**config.mk**
```make
export PLATFORM = sky130hd
export DESIGN_NAME = mem_rd_arbiter
export DESIGN_NICKNAME = d
export VERILOG_FILES = /design/src/rtl/mem_rd_arbiter.sv
export SDC_FILE = /design/constraint.sdc
export NUM_CORES = 1
export LEC_CHECK = 0
export BUFFER_PORTS_ARGS = -buffer_cell sky130_fd_sc_hd__buf_2
export CAP_MARGIN = 20
export CORE_AREA = 2 2 123 125
export CTS_BUF_LIST = sky130_fd_sc_hd__clkbuf_16
export CTS_CLUSTER_DIAMETER = 60
export DETAILED_ROUTE_END_ITERATION = 12
export DIE_AREA = 0 0 125 127
export PLACE_DENSITY_LB_ADDON = 0.05
export SETUP_SLACK_MARGIN = 0.2
export SYNTH_ARGS = -nofsm -noshare
export SYNTH_HDL_FRONTEND = slang
export SYNTH_SLANG_ARGS = --single-unit
```
**constraint.sdc**
```tcl
create_clock -name mem_clk -period 4.9 [get_ports mem_clk]
set_input_delay 0.98 -clock mem_clk [delete_from_list [all_inputs] [get_ports mem_clk]]
set_output_delay 0.98 -clock mem_clk [all_outputs]
set_load 0.01 [all_outputs]
```
**src/rtl/mem_rd_arbiter.sv**
```systemverilog
// Round-robin arbiter that shares one DDR controller read-burst port between four video read channels.
// One burst is granted at a time. Data and finish are routed only to the granted channel.
module mem_rd_arbiter #(
    parameter int MEM_DATA_BITS = 64,
    parameter int ADDR_BITS     = 24,
    parameter int LEN_BITS      = 10
) (
    input  logic                     mem_clk,
    input  logic                     rst_n,
    input  logic [3:0]               ch_rd_burst_req,
    input  logic [4*LEN_BITS-1:0]    ch_rd_burst_len,
    input  logic [4*ADDR_BITS-1:0]   ch_rd_burst_addr,
    output logic [3:0]               ch_rd_burst_data_valid,
    output logic [MEM_DATA_BITS-1:0] ch_rd_burst_data,
    output logic [3:0]               ch_burst_finish,
    output logic                     rd_burst_req,
    output logic [LEN_BITS-1:0]      rd_burst_len,
    output logic [ADDR_BITS-1:0]     rd_burst_addr,
    input  logic                     rd_burst_data_valid,
    input  logic [MEM_DATA_BITS-1:0] rd_burst_data,
    input  logic                     burst_finish,
    output logic [1:0]               grant_id,
    output logic                     busy
);

    typedef enum logic [1:0] {
        S_IDLE    = 2'd0,
        S_ISSUE   = 2'd1,
        S_BURST   = 2'd2,
        S_RELEASE = 2'd3
    } state_t;

    state_t                r_state;
    state_t                w_next;
    logic [1:0]            r_grant;
    logic [1:0]            r_last_ptr;
    logic [LEN_BITS-1:0]   r_len;
    logic [ADDR_BITS-1:0]  r_addr;
    logic                  r_req;
    logic                  r_busy;
    logic [2:0]            w_pick;
    logic                  w_found;
    logic [1:0]            w_win;
    logic                  w_len_zero;

    // Returns {found, id}: the first requester scanning last+1 .. last+4 (mod 4).
    function automatic logic [2:0] rr_pick(input logic [3:0] req, input logic [1:0] last);
        logic       found;
        logic [1:0] id;
        logic [1:0] idx;
        found = 1'b0;
        id    = 2'd0;
        for (int k = 1; k <= 4; k++) begin
            idx = last + 2'(k);
            if (!found && req[idx]) begin
                found = 1'b1;
                id    = idx;
            end else begin
                found = found;
            end
        end
        return {found, id};
    endfunction

    assign w_pick     = rr_pick(ch_rd_burst_req, r_last_ptr);
    assign w_found    = w_pick[2];
    assign w_win      = w_pick[1:0];
    assign w_len_zero = (r_len == {LEN_BITS{1'b0}});

    // Next-state decode.
    always_comb begin
        w_next = r_state;
        case (r_state)
            S_IDLE: begin
                if (w_found) w_next = S_ISSUE;
                else         w_next = S_IDLE;
            end
            S_ISSUE: begin
                if (w_len_zero) w_next = S_RELEASE;
                else            w_next = S_BURST;
            end
            S_BURST: begin
                if (burst_finish) w_next = S_RELEASE;
                else              w_next = S_BURST;
            end
            S_RELEASE: w_next = S_IDLE;
            default:   w_next = S_IDLE;
        endcase
    end

    // Route controller valid/finish to the granted channel only. A zero-length burst completes locally.
    always_comb begin
        ch_rd_burst_data_valid = 4'b0000;
        ch_burst_finish        = 4'b0000;
        case (r_state)
            S_ISSUE: begin
                if (w_len_zero) ch_burst_finish[r_grant] = 1'b1;
                else            ch_burst_finish          = 4'b0000;
            end
            S_BURST: begin
                ch_rd_burst_data_valid[r_grant] = rd_burst_data_valid;
                ch_burst_finish[r_grant]        = burst_finish;
            end
            default: begin
                ch_rd_burst_data_valid = 4'b0000;
                ch_burst_finish        = 4'b0000;
            end
        endcase
    end

    // State, grant latch and level-held controller request.
    always_ff @(posedge mem_clk or negedge rst_n) begin
        if (!rst_n) begin
            r_state    <= S_IDLE;
            r_grant    <= 2'd0;
            r_last_ptr <= 2'd3;
            r_len      <= {LEN_BITS{1'b0}};
            r_addr     <= {ADDR_BITS{1'b0}};
            r_req      <= 1'b0;
            r_busy     <= 1'b0;
        end else begin
            r_state <= w_next;
            r_busy  <= (w_next != S_IDLE);
            case (r_state)
                S_IDLE: begin
                    if (w_found) begin
                        r_grant <= w_win;
                        r_len   <= ch_rd_burst_len[w_win*LEN_BITS +: LEN_BITS];
                        r_addr  <= ch_rd_burst_addr[w_win*ADDR_BITS +: ADDR_BITS];
                    end else begin
                        r_grant <= r_grant;
                    end
                end
                S_ISSUE:   r_req <= !w_len_zero;
                S_BURST: begin
                    if (burst_finish) r_req <= 1'b0;
                    else              r_req <= 1'b1;
                end
                S_RELEASE: r_last_ptr <= r_grant;
                default:   r_req <= 1'b0;
            endcase
        end
    end

    assign ch_rd_burst_data = rd_burst_data;
    assign rd_burst_req     = r_req;
    assign rd_burst_len     = r_len;
    assign rd_burst_addr    = r_addr;
    assign grant_id         = r_grant;
    assign busy             = r_busy;

endmodule
```
==> flow_results.org, run 1 <==
** Power
- In this run, the clock network consumes 17.2% of the power.
- Summed over all nets, the switching power comes to between 0.9 and 1 mW.
- Pwr per Cell Area :: roughly 570 nW/µm²
- Across the VDD grid, the largest voltage drop is 179 µV.
- The analysis attributes to cell leakage a power of 2.07 nW.
- Internal power comes to 1.30 mW.
- Net switching is between 40% and 50% of the power.
- Per report_power, the sequential group accounts for 29.2% of the total.
- The design draws 2.23 mW.
- Combinational share of power :: 53.6%

** STA
- In the final timing run, aggregate negative setup slack is 0 ns.
- Max Transition Viols Final :: 0
- Setup repair after global routing left no endpoint under its margin.
- Share of the clock period used by the worst path after layout :: 60.5%
- For the pin with the worst max-slew slack, the measured transition is between 0.7 and 0.8 ns.
- In the post-route analysis, the smallest setup slack over all paths is 1.94 ns.
- The hold violation count in the final report was 0.
- Maximum frequency from static timing analysis :: 337 MHz
- Subtracting the final worst setup slack from the clock period gives 2.96 ns.
- Relative slew margins :: 50.8%
- Setup violations remaining at the end of the flow were counted as 0.
- Layout Skew :: 0.00993 ns

** Worst setup path
- Endpoint of the worst register-to-register path :: rd_burst_addr[4]
- Along the worst path, the maximum fanout reaches 21.
- Across all register-to-register paths, the minimum setup slack is 2.64 ns.
- The critical path is of the primary input to register type.
- Crit path DAT :: 3.09 ns
- At the worst endpoint, the required time is 5.03 ns.
- Slowest library cell on the worst path :: sky130_fd_sc_hd__or2_1
- The worst register-to-register path begins at r_state[0].
- Worst path max stage delay :: 0.54 ns
- The critical path goes through buf_2 > nor4_1 > nand2b_2 > or2_1 > buf_4 > o221ai_1.
- For the worst flop-to-flop path, the logic depth is 6.
- The worst setup path is launched from a primary input.
- Type of element capturing the critical path :: register

** Cells and area
- In the final layout, the multi-input gates occupy 1450 µm².
- The post-route netlist has 48.2% of its cells at a drive strength greater than 1.
- Nets :: ~650
- Register area :: 1050 µm²
- Area added between synthesis and finish :: 27.8%
- Fill cells in the final layout number 1582.

** Global route
- Initial antenna violation count :: 1
- Congestion Overflow GR :: 0
- Entering global routing, the biggest net connects 43 pins.
- Number of global-route vias before repair :: 2896
- The first global-routing pass estimated 16.5 mm of wire.
- Global routing consumed, over all layers together, between 10% and 20% of the routing resources.

** CTS
- The clock net in this run drives a total of 42 sinks.
- After clock tree synthesis, the clock-pin slew on the worst setup and hold paths is 0.06 ns.
- Post-CTS repair changed the size of 0 cells.
- In this run the number of H-tree levels came out at 2.
- After clock tree synthesis, the flow added hold-fix buffers numbering 0.
- The number of setup buffers added after CTS is 0.
- TritonCTS clock tree :: done
- The longest clock path from root to sink contains 2 buffers.
- Library cell used as clock root buffer :: sky130_fd_sc_hd__clkbuf_16
- Buffers inserted during clock tree synthesis total 5.
- The later pin in the worst-skew pair is clocked with a latency of 0.29 ns.

** Routing
- Post-detailed-route DRC marker count :: 0
- Remaining antenna violation count :: 0
- Met3 layer wire length in the routed design :: 1.04 mm
- Total number of vias :: 2730
- Using the TritonRoute via totals, the vias-per-cell ratio works out to about 4.4.
- After detailed routing, no signal wire sits above met4.
- Final routed wire length divided by cell count :: approximately 18 µm
- Detailed routing placed a total of 5.88 mm of wire on met2.
- Met1 routed wirelength after detailed routing :: 3.89 mm
- Final wirelength :: 11.1 mm
- First DRT Iteration DRCs :: 85
- The first detailed-routing pass ran for 4 iterations.

** Hold path
- The startpoint identified for the worst hold timing path is rd_burst_addr[8].
- Hold path cells :: 2
- Type of the most critical hold path :: register to register
- The worst hold path terminates at rd_burst_addr[8].

** Synthesis
- Number of distinct library cell variants in the gate-level netlist after synthesis :: 27
- A synthesized cell averages roughly 9.8 µm².
- Cell type with the largest total area after synthesis :: sky130_fd_sc_hd__dfrtp_1
- The share of synthesized area in the top cell type comes to between 30 and 40%.
- Counting flops and latches in the post-synthesis netlist gives 42.
- Synthesis produced a netlist whose cell count is 315.
- Area of the mapped netlist :: 3090 µm²
- Syn nets :: 528
- In the post-synthesis netlist, the biggest area contributors are sky130_fd_sc_hd__dfrtp_1, sky130_fd_sc_hd__mux2i_1, sky130_fd_sc_hd__buf_4, sky130_fd_sc_hd__o221ai_1, sky130_fd_sc_hd__nand2_1.
- The Yosys step of the flow raised 0 warnings.
- Seq/Total Area, Yosys :: 34.1%

** Floorplanning
- Row generation in the floorplan step produced 44 rows.
- Effective utilization at floorplan :: a little over a fifth
- 318 I/O pins were placed.
- In this run the vertical extent of the chip is 127 µm.
- Floorplan die width :: approximately 130 µm
- The total area inside the core boundary comes to 14400 µm².
- Total die area :: between 15000 and 20000 µm²

** Place
- Input and output buffers added on the ports amount to about 190.
- HPWL after DPL :: 8.83 mm
- Prior to clock tree synthesis, the placed netlist has a worst setup slack of 1.53 ns.
- Final Wtd Congestion :: just over 0.7

** Flow run
- The tool flagged a number of max-cap violations equal to 0.

** Outcome
- The flow ran to the end, and the final reports show no timing, DRC or antenna violations.
registers in the layout, indices dropped and copies added, names as in the netlist:
signal and count:
rd_burst_addr 24, grant_id 2, busy 1, r_last_ptr 2
r_state 2, rd_burst_req 1, rd_burst_len 10
worst max path at each step:
stage / from / end / slack (ns)
after floorplan: burst_finish / ch_burst_finish[0] / 2.35
after CTS: ch_rd_burst_req[1] / rd_burst_addr[4] / 1.83
final: ch_rd_burst_req[1] / rd_burst_addr[4] / 1.94
after detailed placement: ch_rd_burst_req[1] / rd_burst_addr[16] / 1.53
after global routing: rd_burst_len[1] / ch_burst_finish[0] / 1.71
after global placement: ch_rd_burst_req[1] / rd_burst_len[6] / 1.62
cell type report:
class                      count  area share (%)
tap                          184            5.84
multi-input combinational    186            36.7
clock inverter                 3            1.05
antenna                        1          0.0635
timing repair buffer         194            26.1
inverter                       4           0.381
clock buffer                   5            3.17
sequential                    42            26.7
power groups by stage:
stage | logic [mW] | registers [mW] | clock network, mW
floorplan | 0.773 | 0.707 | 0
global placement | 1.22 | 0.661 | 0
detailed placement | 1.24 | 0.661 | 0
CTS | 1.24 | 0.657 | 0.396
global route | 1.33 | 0.684 | 0.412
finish | 1.20 | 0.651 | 0.383
kinds of logic (layout without fill, tap and decap cells):
logic type                 after synthesis  after routing  share of synthesized area (%)
DFF                                     42             42                           34.1
adders and majority gates                5              5                           2.03
other                                    0              1                              0
and+or+nand+nor                         66             66                           9.49
buffers and inverters                   87            206                           19.3
AOI/OAI and AO/OA                       44             44                           11.9
muxes                                   71             71                           23.1
Yosys cell counts (all sizes together):
library cell and instances:
inv 4, dfstp 2, o221ai 35, a211oi 1
mux2i 69, buf 77, a21boi 1, nor3 3
nand2b 9, o21a 2, a21oi 1, dfrtp 40
ha 5, nor2 8, or2 2, o21ai 2
nand3 1, nor4 3, o211ai 2, mux2 2
clkbuf 6, nand2 40
through the flow:
| stage | cells | utilization, % | instance area (µm²) | hold slack, ns |
|---|---|---|---|---|
| after floorplan | 315 | - | 3090 | 0.521 |
| after global placement | 609 | 26.0 | 3750 | 0.464 |
| after detailed placement | 609 | 26.0 | 3750 | 0.470 |
| after CTS | 617 | 27.1 | 3910 | 0.485 |
| after global routing | 618 | 27.3 | 3940 | 0.494 |
| final | 619 | 27.3 | 3940 | 0.479 |
worst max-delay path: cells and delay by family:
kind / cells / cell delay, ns
AND/OR/NAND/NOR: 3 / 1.42
AO/OA/AOI/OAI: 1 / 0.17
buffers and inverters: 2 / 0.50
layout by cell type, fill, tap and decap left out:
cell and n:
sky130_fd_sc_hd__a211oi_1 1, sky130_fd_sc_hd__clkinvlp_4 1, sky130_fd_sc_hd__buf_2 189, sky130_fd_sc_hd__bufinv_16 1
sky130_fd_sc_hd__o21a_1 2, sky130_fd_sc_hd__inv_1 5, sky130_fd_sc_hd__or2_1 1, sky130_fd_sc_hd__clkbuf_16 5
sky130_fd_sc_hd__nor3_1 2, sky130_fd_sc_hd__or2_2 1, sky130_fd_sc_hd__mux2_2 2, sky130_fd_sc_hd__dfstp_2 2
sky130_fd_sc_hd__mux2i_1 69, sky130_fd_sc_hd__o211ai_1 2, sky130_fd_sc_hd__buf_16 1, sky130_fd_sc_hd__nor2_1 8
sky130_fd_sc_hd__ha_1 5, sky130_fd_sc_hd__buf_12 2, sky130_fd_sc_hd__o21ai_0 2, sky130_fd_sc_hd__dfrtp_1 40
sky130_fd_sc_hd__buf_4 2, sky130_fd_sc_hd__a21oi_1 1, sky130_fd_sc_hd__diode_2 1, sky130_fd_sc_hd__nand2b_2 2
sky130_fd_sc_hd__nor3_4 1, sky130_fd_sc_hd__nand3_1 1, sky130_fd_sc_hd__o221ai_1 35, sky130_fd_sc_hd__nor4_1 3
sky130_fd_sc_hd__nand2_1 40, sky130_fd_sc_hd__a21boi_1 1, sky130_fd_sc_hd__nand2b_1 7
per-layer routing:
layer  vias to the layer above  track usage (%)
li1                       1306                -
met1                      1248             13.6
met2                       143             25.4
met3                        33             4.65
met4                         0             5.16
met5                         -                0
No activity file was read; power rests on OpenSTA's default activity.
==> run 2: changes to the inputs <==
--- a/config.mk
+++ b/config.mk
@@ -7,11 +7,11 @@
 export LEC_CHECK = 0
 export BUFFER_PORTS_ARGS = -buffer_cell sky130_fd_sc_hd__buf_2
 export CAP_MARGIN = 20
-export CORE_AREA = 2 2 123 125
+export CORE_AREA = 2 2 124 126
 export CTS_BUF_LIST = sky130_fd_sc_hd__clkbuf_16
 export CTS_CLUSTER_DIAMETER = 60
 export DETAILED_ROUTE_END_ITERATION = 12
-export DIE_AREA = 0 0 125 127
+export DIE_AREA = 0 0 126 128
 export PLACE_DENSITY_LB_ADDON = 0.05
 export SETUP_SLACK_MARGIN = 0.2
 export SYNTH_ARGS = -nofsm -noshare
==> constraint.sdc (replaced) <==
create_clock -name mem_clk -period 2.96 [get_ports mem_clk]
set_input_delay 0.592 -clock mem_clk [delete_from_list [all_inputs] [get_ports mem_clk]]
set_output_delay 0.592 -clock mem_clk [all_outputs]
set_load 0.01 [all_outputs]
==> flow_results.org, run 2 (synthesis gave the netlist of run 1 again) <==
** CTS
- The later pin in the worst-skew pair is clocked with a latency of between 0.2 and 0.3 ns.
- TritonCTS buffer count :: 5
- Number of H-tree levels :: 2
- For this design, the sink count on the clock tree is 42.
- Setup fix buffers added after clock tree synthesis :: 0
- Hold bufs inserted after CTS :: 0
- TritonCTS clock tree :: done
- Library cell used as clock root buffer :: sky130_fd_sc_hd__clkbuf_16
- In this run the deepest clock path goes through 2 buffers.
- After clock tree synthesis, the clock-pin slew on the worst setup and hold paths is 0.06 ns.
- Number of gates given a new drive strength after cts :: 0

** STA
- Count of final hold-check violations :: 0
- Counting I/O delays and the setup requirement, the final critical path takes ~2.5 ns.
- For the final routed database, the setup TNS stands at 0 ns.
- Setup violations remaining at the end of the flow were counted as 0.
- The final-report max-slew violation count is 0.
- After layout, the worst path uses 85.8% of the clock period.
- For the pin with the worst max-slew slack, the measured transition is around 0.6 ns.
- Across the routed clock network, the largest skew measured is ~0.0043 ns.
- RSZ-0062 raised after global routing :: no
- Static timing analysis puts the maximum clock frequency at 394 MHz.
- Relative slew margins :: between 60% and 70%

** Cells and area
- Cells fill roughly a quarter of the core in the end.
- Max FFs per register :: 24
- Most common cell after layout, fill and taps aside :: sky130_fd_sc_hd__buf_2
- The repair_antennas step left the layout with diodes totalling 0.
- The post-route netlist has about 48% of its cells at a drive strength greater than 1.
- Leaving out fill and tap cells, the most frequent cells in the layout are sky130_fd_sc_hd__buf_2, sky130_fd_sc_hd__mux2i_1, sky130_fd_sc_hd__nand2_1, sky130_fd_sc_hd__dfrtp_1, sky130_fd_sc_hd__o221ai_1.
- The net count of the finished layout is 649.
- Area added between synthesis and finish :: 27.4%

** Global route
- Global-route total usage across every layer :: 12.5%
- The number of global-route vias before repair came to 2746.
- The first global-routing pass estimated 15.6 mm of wire.
- Maximum number of pins on one net before global-route repair :: between 40 and 50
- The initial antenna violation count is 0.
- For this run the aggregate overflow at the end of global routing stands at 0.

** Routing
- Once detail routing completed, the nets flagged for antenna violations numbered 0.
- Final wirelength :: 10.9 mm
- The routed layout has 2732 vias.
- First DRT Iteration DRCs :: 42
- Final routed wire length divided by cell count :: 17.5 µm
- In the routed design, unresolved DRC markers number 0.
- Dividing the detail-routed via count by the number of cells gives 4.37.
- The first TritonRoute pass finished after 4 iterations.

** Floorplanning
- The die covers 16100 µm².
- Effective utilization at floorplan :: 20.8%
- In this run the count of I/O pins placed on the die edge is roughly 320.
- Y dimension of the die :: 128 µm
- Row generation in the floorplan step produced 45 rows.
- The core region is around 15000 µm².
- Floorplan die width :: approximately 130 µm

** Power
- Worst supply voltage drop on vdd :: 301 µV
- Pwr per Cell Area :: 924 nW/µm²
- The analysis attributes to cell leakage a power of between 2 and 2.5 nW.

** Worst setup path
- At the worst endpoint, the required time is 2.37 ns.
- Crit path DAT :: 1.95 ns
- Cell breakdown of the critical path :: nor4_1 > nand3_1 > o21a_1 > nand2b_1 > nor3_1 > buf_2
- Slowest library cell on the worst path :: sky130_fd_sc_hd__dfrtp_1
- In this design, the stage delay of the slowest critical-path cell is around 0.4 ns.
- The setup path with the least slack is of type register to output pin.
- Type of element capturing the critical path :: output pin
- In this run the worst path has a maximum fanout of 4.
- Startpoint class of the critical path :: register

** Place
- # port buffers :: 189
- HPWL after DPL :: 8.77 mm
- The congestion estimate from routability-driven global placement came to 0.714.

** Flow run
- Max-cap violation count :: 0

** Outcome
- The run finished with clean final reports.

** Hold path
- Type of the most critical hold path :: primary input to async pin
## run 2: metal layers
| metal | vias to the layer above | share of wire, % | routed length, µm | GRT usage, % |
|---|---|---|---|---|
| li1 | 1302 | - | - | - |
| met1 | 1253 | 36 | 3900 | 13.2 |
| met2 | 153 | 54 | 5930 | 24.2 |
| met3 | 24 | 8.4 | 912 | 3.34 |
| met4 | 0 | 1.6 | 172 | 3.94 |
| met5 | - | 0 | 0 | 0 |
## run 2: final cells by class
class | count | area (µm²)
fill | 1641 | 10900
tap | 188 | 235
sequential | 42 | 1050
clock inverter | 3 | 12.5
inverter | 4 | 15.0
multi-input combinational | 186 | 1450
timing repair buffer | 197 | 1040
clock buffer | 5 | 125
## run 2: through the flow
| step | setup slack (ns) | power [mW] | std cells | instance area, µm² | hold WS (ns) |
|---|---|---|---|---|---|
| 2_1_floorplan | 0.954 | 2.45 | 315 | 3090 | 0.296 |
| 3_3_place_gp | 0.673 | 3.16 | 617 | 3790 | 0.467 |
| 3_5_place_dp | 0.647 | 3.17 | 617 | 3790 | 0.469 |
| 4_1_cts | 0.333 | 3.73 | 625 | 3930 | 0.427 |
| 5_1_grt | 0.265 | 3.95 | 625 | 3930 | 0.449 |
| 6_report | 0.421 | 3.63 | 625 | 3930 | 0.399 |
## run 2: power breakdown
part / leakage (nW) / total, mW / switching [mW] / internal [mW]
sequential: 0.511 / 1.07 / 0.193 / 0.878
combinational: 1.49 / 2.03 / 1.12 / 0.917
clock: 0.0724 / 0.531 / 0.225 / 0.306
## run 2: final timing paths
path	start	endpoint	slack, ns	cells after the start
setup / recovery	rd_burst_len[1]	ch_burst_finish[0]	0.42	6
hold / removal	rst_n	grant_id[0]	0.40	2
setup reg to reg	r_last_ptr[0]	rd_burst_addr[17]	0.93	6
hold reg to reg	rd_burst_addr[3]	rd_burst_addr[3]	0.48	2
max in group asynchronous	rst_n	rd_burst_addr[13]	2.16	2
min in group mem_clk	rd_burst_addr[3]	rd_burst_addr[3]	0.48	2
## run 2: critical path, delay by kind of cell, from the launching register on
kind / cells / cell delay (ns)
AND/OR/NAND/NOR: 4 / 0.90
flip-flops: 1 / 0.40
AO/OA/AOI/OAI: 1 / 0.21
buffers and inverters: 1 / 0.15
==> run 3: changes to the inputs <==
--- a/config.mk
+++ b/config.mk
@@ -13,6 +13,7 @@
 export DETAILED_ROUTE_END_ITERATION = 12
 export DIE_AREA = 0 0 126 128
 export PLACE_DENSITY_LB_ADDON = 0.05
+export RECOVER_POWER = 100
 export SETUP_SLACK_MARGIN = 0.2
 export SYNTH_ARGS = -nofsm -noshare
 export SYNTH_HDL_FRONTEND = slang
==> flow_results.org, run 3 (synthesis gave the netlist of run 1 again) <==
** Routing
- In the final routing, the length of wire on met1 measures ~3.9 mm.
- For this run, design rule violations remaining after detail routing come to 0.
- In the detailed route, the total length drawn on met2 is 6.00 mm.
- Remaining antenna violation count :: 0
- Detailed routing placed a total of 933 µm of wire on met3.
- After detailed routing, no signal wire sits above met4.
- After the first detailed-routing iteration, the DRC count stood at 55.
- Total number of vias :: between 2000 and 3000
- Drt pass-1 iters :: 4
- After detailed routing, the number of vias per cell comes to 4.37.
- Final wirelength :: 11.0 mm
- After detailed routing, the average wire length per cell comes to 17.6 µm.

** CTS
- The H-tree was split into 2 levels.
- After clock tree synthesis, the setup repair step added 0 buffers.
- Hold bufs inserted after CTS :: 0
- Number of sinks handled by clock tree synthesis :: 42
- Library cell used as clock root buffer :: sky130_fd_sc_hd__clkbuf_16
- Number of buffers on the longest clock path :: 2
- TritonCTS buffer count :: 5
- Post-CTS repair changed the size of 0 cells.
- Worst-path clk slew :: about 0.060 ns
- For the worst-skew pair, the clock arrives at the later sink with an insertion delay of roughly 0.28 ns.
- TritonCTS built the clock tree.

** STA
- Subtracting the final worst setup slack from the clock period gives 2.57 ns.
- Headroom to the max-slew limit came out at 23.8%.
- Sum Neg Setup Slack :: 0 ns
- Setup repair after global routing left no endpoint under its margin.
- For the pin with the worst max-slew slack, the measured transition is approximately 1.1 ns.
- Count of endpoints failing setup in the final report :: 0
- Max Transition Viols Final :: 0
- Maximum frequency from static timing analysis :: 389 MHz
- The hold violation count in the final report came to 0.
- Share of the clock period used by the worst path after layout :: between 80 and 90%
- Layout Skew :: 0.00442 ns

** Floorplanning
- The floorplan has 45 rows.
- In this run the horizontal extent of the chip is 126 µm.
- Effective utilization at floorplan :: 20.8%
- The floorplan step defined a die boundary enclosing 16100 µm².
- Pin placement for this block handled 318 I/O pins.
- Floorplan Core Area :: 14900 µm²
- The die is between 100 and 150 µm tall.

** Cells and area
- Leaving out fill and tap cells, the most frequent cell in the layout is sky130_fd_sc_hd__buf_2.
- Measured on the finished design, the core utilization comes to 25.9%.
- The net count of the finished layout is 649.
- Share of cells above drive strength 1 :: 37.1%
- In the final layout, flip-flops and latches occupy around 1100 µm².
- Commonest cells after routing, fill and taps aside :: sky130_fd_sc_hd__buf_2, sky130_fd_sc_hd__mux2i_1, sky130_fd_sc_hd__clkbuf_1, sky130_fd_sc_hd__nand2_1, sky130_fd_sc_hd__dfrtp_1
- After the flow finishes, the layout carries non-filler instances totaling roughly 630.
- Area of the multi-input gates :: 1440 µm²
- The register with the most flip-flops in the layout has 24 of them.
- Compared with the post-synthesis result, the final layout area differs by 24.7%.
- The layout has ~1600 filler cells.
- Diodes inserted :: 0

** Worst setup path
- Slowest library cell on the worst path :: sky130_fd_sc_hd__dfrtp_1
- Cell breakdown of the critical path :: nor4_1 > nand3_1 > o21a_1 > nand2b_1 > nor3_1 > clkbuf_1
- Measured in cells, the most critical reg-to-reg path has a length of 5.
- R2R Setup Slk :: 0.74 ns
- The worst setup path is of the register to output pin kind.
- Type of element capturing the critical path :: output pin
- Buf/Inv on CP :: 1
- In this run the worst path has a maximum fanout of 4.
- Data required time at the worst endpoint :: between 2 and 2.5 ns
- For the worst setup path, the data arrival time is a little under 2 ns.
- In this run the critical register-to-register path is launched from r_last_ptr[0].
- The largest single stage delay on the critical path is 0.40 ns.
- Startpoint class of the critical path :: register
- In this design, the largest share of critical-path delay is due to simple AND/OR/NAND/NOR gates.
- Endpoint of the worst register-to-register path :: rd_burst_len[6]

** Power
- VDD sags by at most between 300 and 400 µV.
- Power spread over the standard cell area amounts to 922 nW/µm².
- Leakage power summed over all cells :: about 1.9 nW

** Hold path
- Counting instances, the worst hold path has a depth of 2.
- The tightest min-delay check is of the register to register type.
- In this run the most critical hold path is launched from rd_burst_addr[3].
- For hold timing, the worst endpoint is rd_burst_addr[3].

** Global route
- After global routing the overflow that remains totals 0.
- Global-route wire length before repair :: 15.6 mm
- The initial antenna violation count is 0.
- Maximum number of pins on one net before global-route repair :: 43
- Number of global-route vias before repair :: 2746
- Global routing used 12.5% of the available tracks.

** Place
- Detailed placement finished with a half-perimeter wire length of 8.77 mm.
- The number of placed instances, taps included, is about 620.
- # port buffers :: 189
- Final Wtd Congestion :: 0.714

** Flow run
- Max-cap violation count :: 0

** Outcome
- Result of the run :: completed
==> run 3: cell count changes in the layout (fill, tap and decap cells not counted), sizes merged <==
cell | previous run | this run
buf | 197 | 147
clkbuf | 5 | 55
==> run 3: worst register-to-register path, delay by kind of cell (launching register included) <==
kind	cells	cell delay, ns
AOI/OAI and AO/OA	2	0.36
buffers and inverters	1	0.59
DFF	1	0.56
and+or+nand+nor	2	0.55
==> run 3: cell type report <==
type	instances	share of cell area, %
Multi-Input combinational cell	186	37.5
Sequential cell	42	27.4
Timing Repair Buffer	197	25.0
Tap cell	188	6.11
Clock buffer	5	3.25
Inverter	4	0.390
Clock inverter	3	0.325
==> run 3: worst max path at each step <==
stage | start | endpoint | slack (ns) | cells past startpoint
2_1_floorplan | rd_burst_len[5] | ch_burst_finish[0] | 0.95 | 5
3_3_place_gp | rd_burst_len[1] | ch_burst_finish[0] | 0.67 | 6
3_5_place_dp | ch_rd_burst_req[1] | rd_burst_len[5] | 0.65 | 6
4_1_cts | rd_burst_len[1] | ch_burst_finish[0] | 0.33 | 6
5_1_grt | ch_rd_burst_req[1] | rd_burst_addr[23] | 0.22 | 6
6_report | rd_burst_len[1] | ch_burst_finish[0] | 0.39 | 6
==> run 3: report_power, final <==
group	internal [mW]	leakage, nW	total (mW)	switching, mW
registers	0.879	0.511	1.08	0.201
logic	0.818	1.32	1.94	1.12
clock network	0.306	0.0724	0.532	0.226
total	2.00	1.90	3.55	1.55
==> run 3: per-layer routing <==
metal / global-route usage (%) / vias to the layer above
met2: 24.2 / 157
met1: 13.2 / 1245
li1: - / 1303
met3: 3.34 / 24
met5: 0 / -
met4: 3.94 / 0
==> run 3: metrics by stage <==
step / instance area [µm²] / power, mW / worst slack [ns] / hold slack, ns
global route: 3850 / 3.85 / 0.221 / 0.507
global placement: 3790 / 3.16 / 0.673 / 0.467
finish: 3850 / 3.55 / 0.387 / 0.485
detailed placement: 3790 / 3.17 / 0.647 / 0.469
floorplan: 3090 / 2.45 / 0.954 / 0.296
CTS: 3930 / 3.73 / 0.333 / 0.427
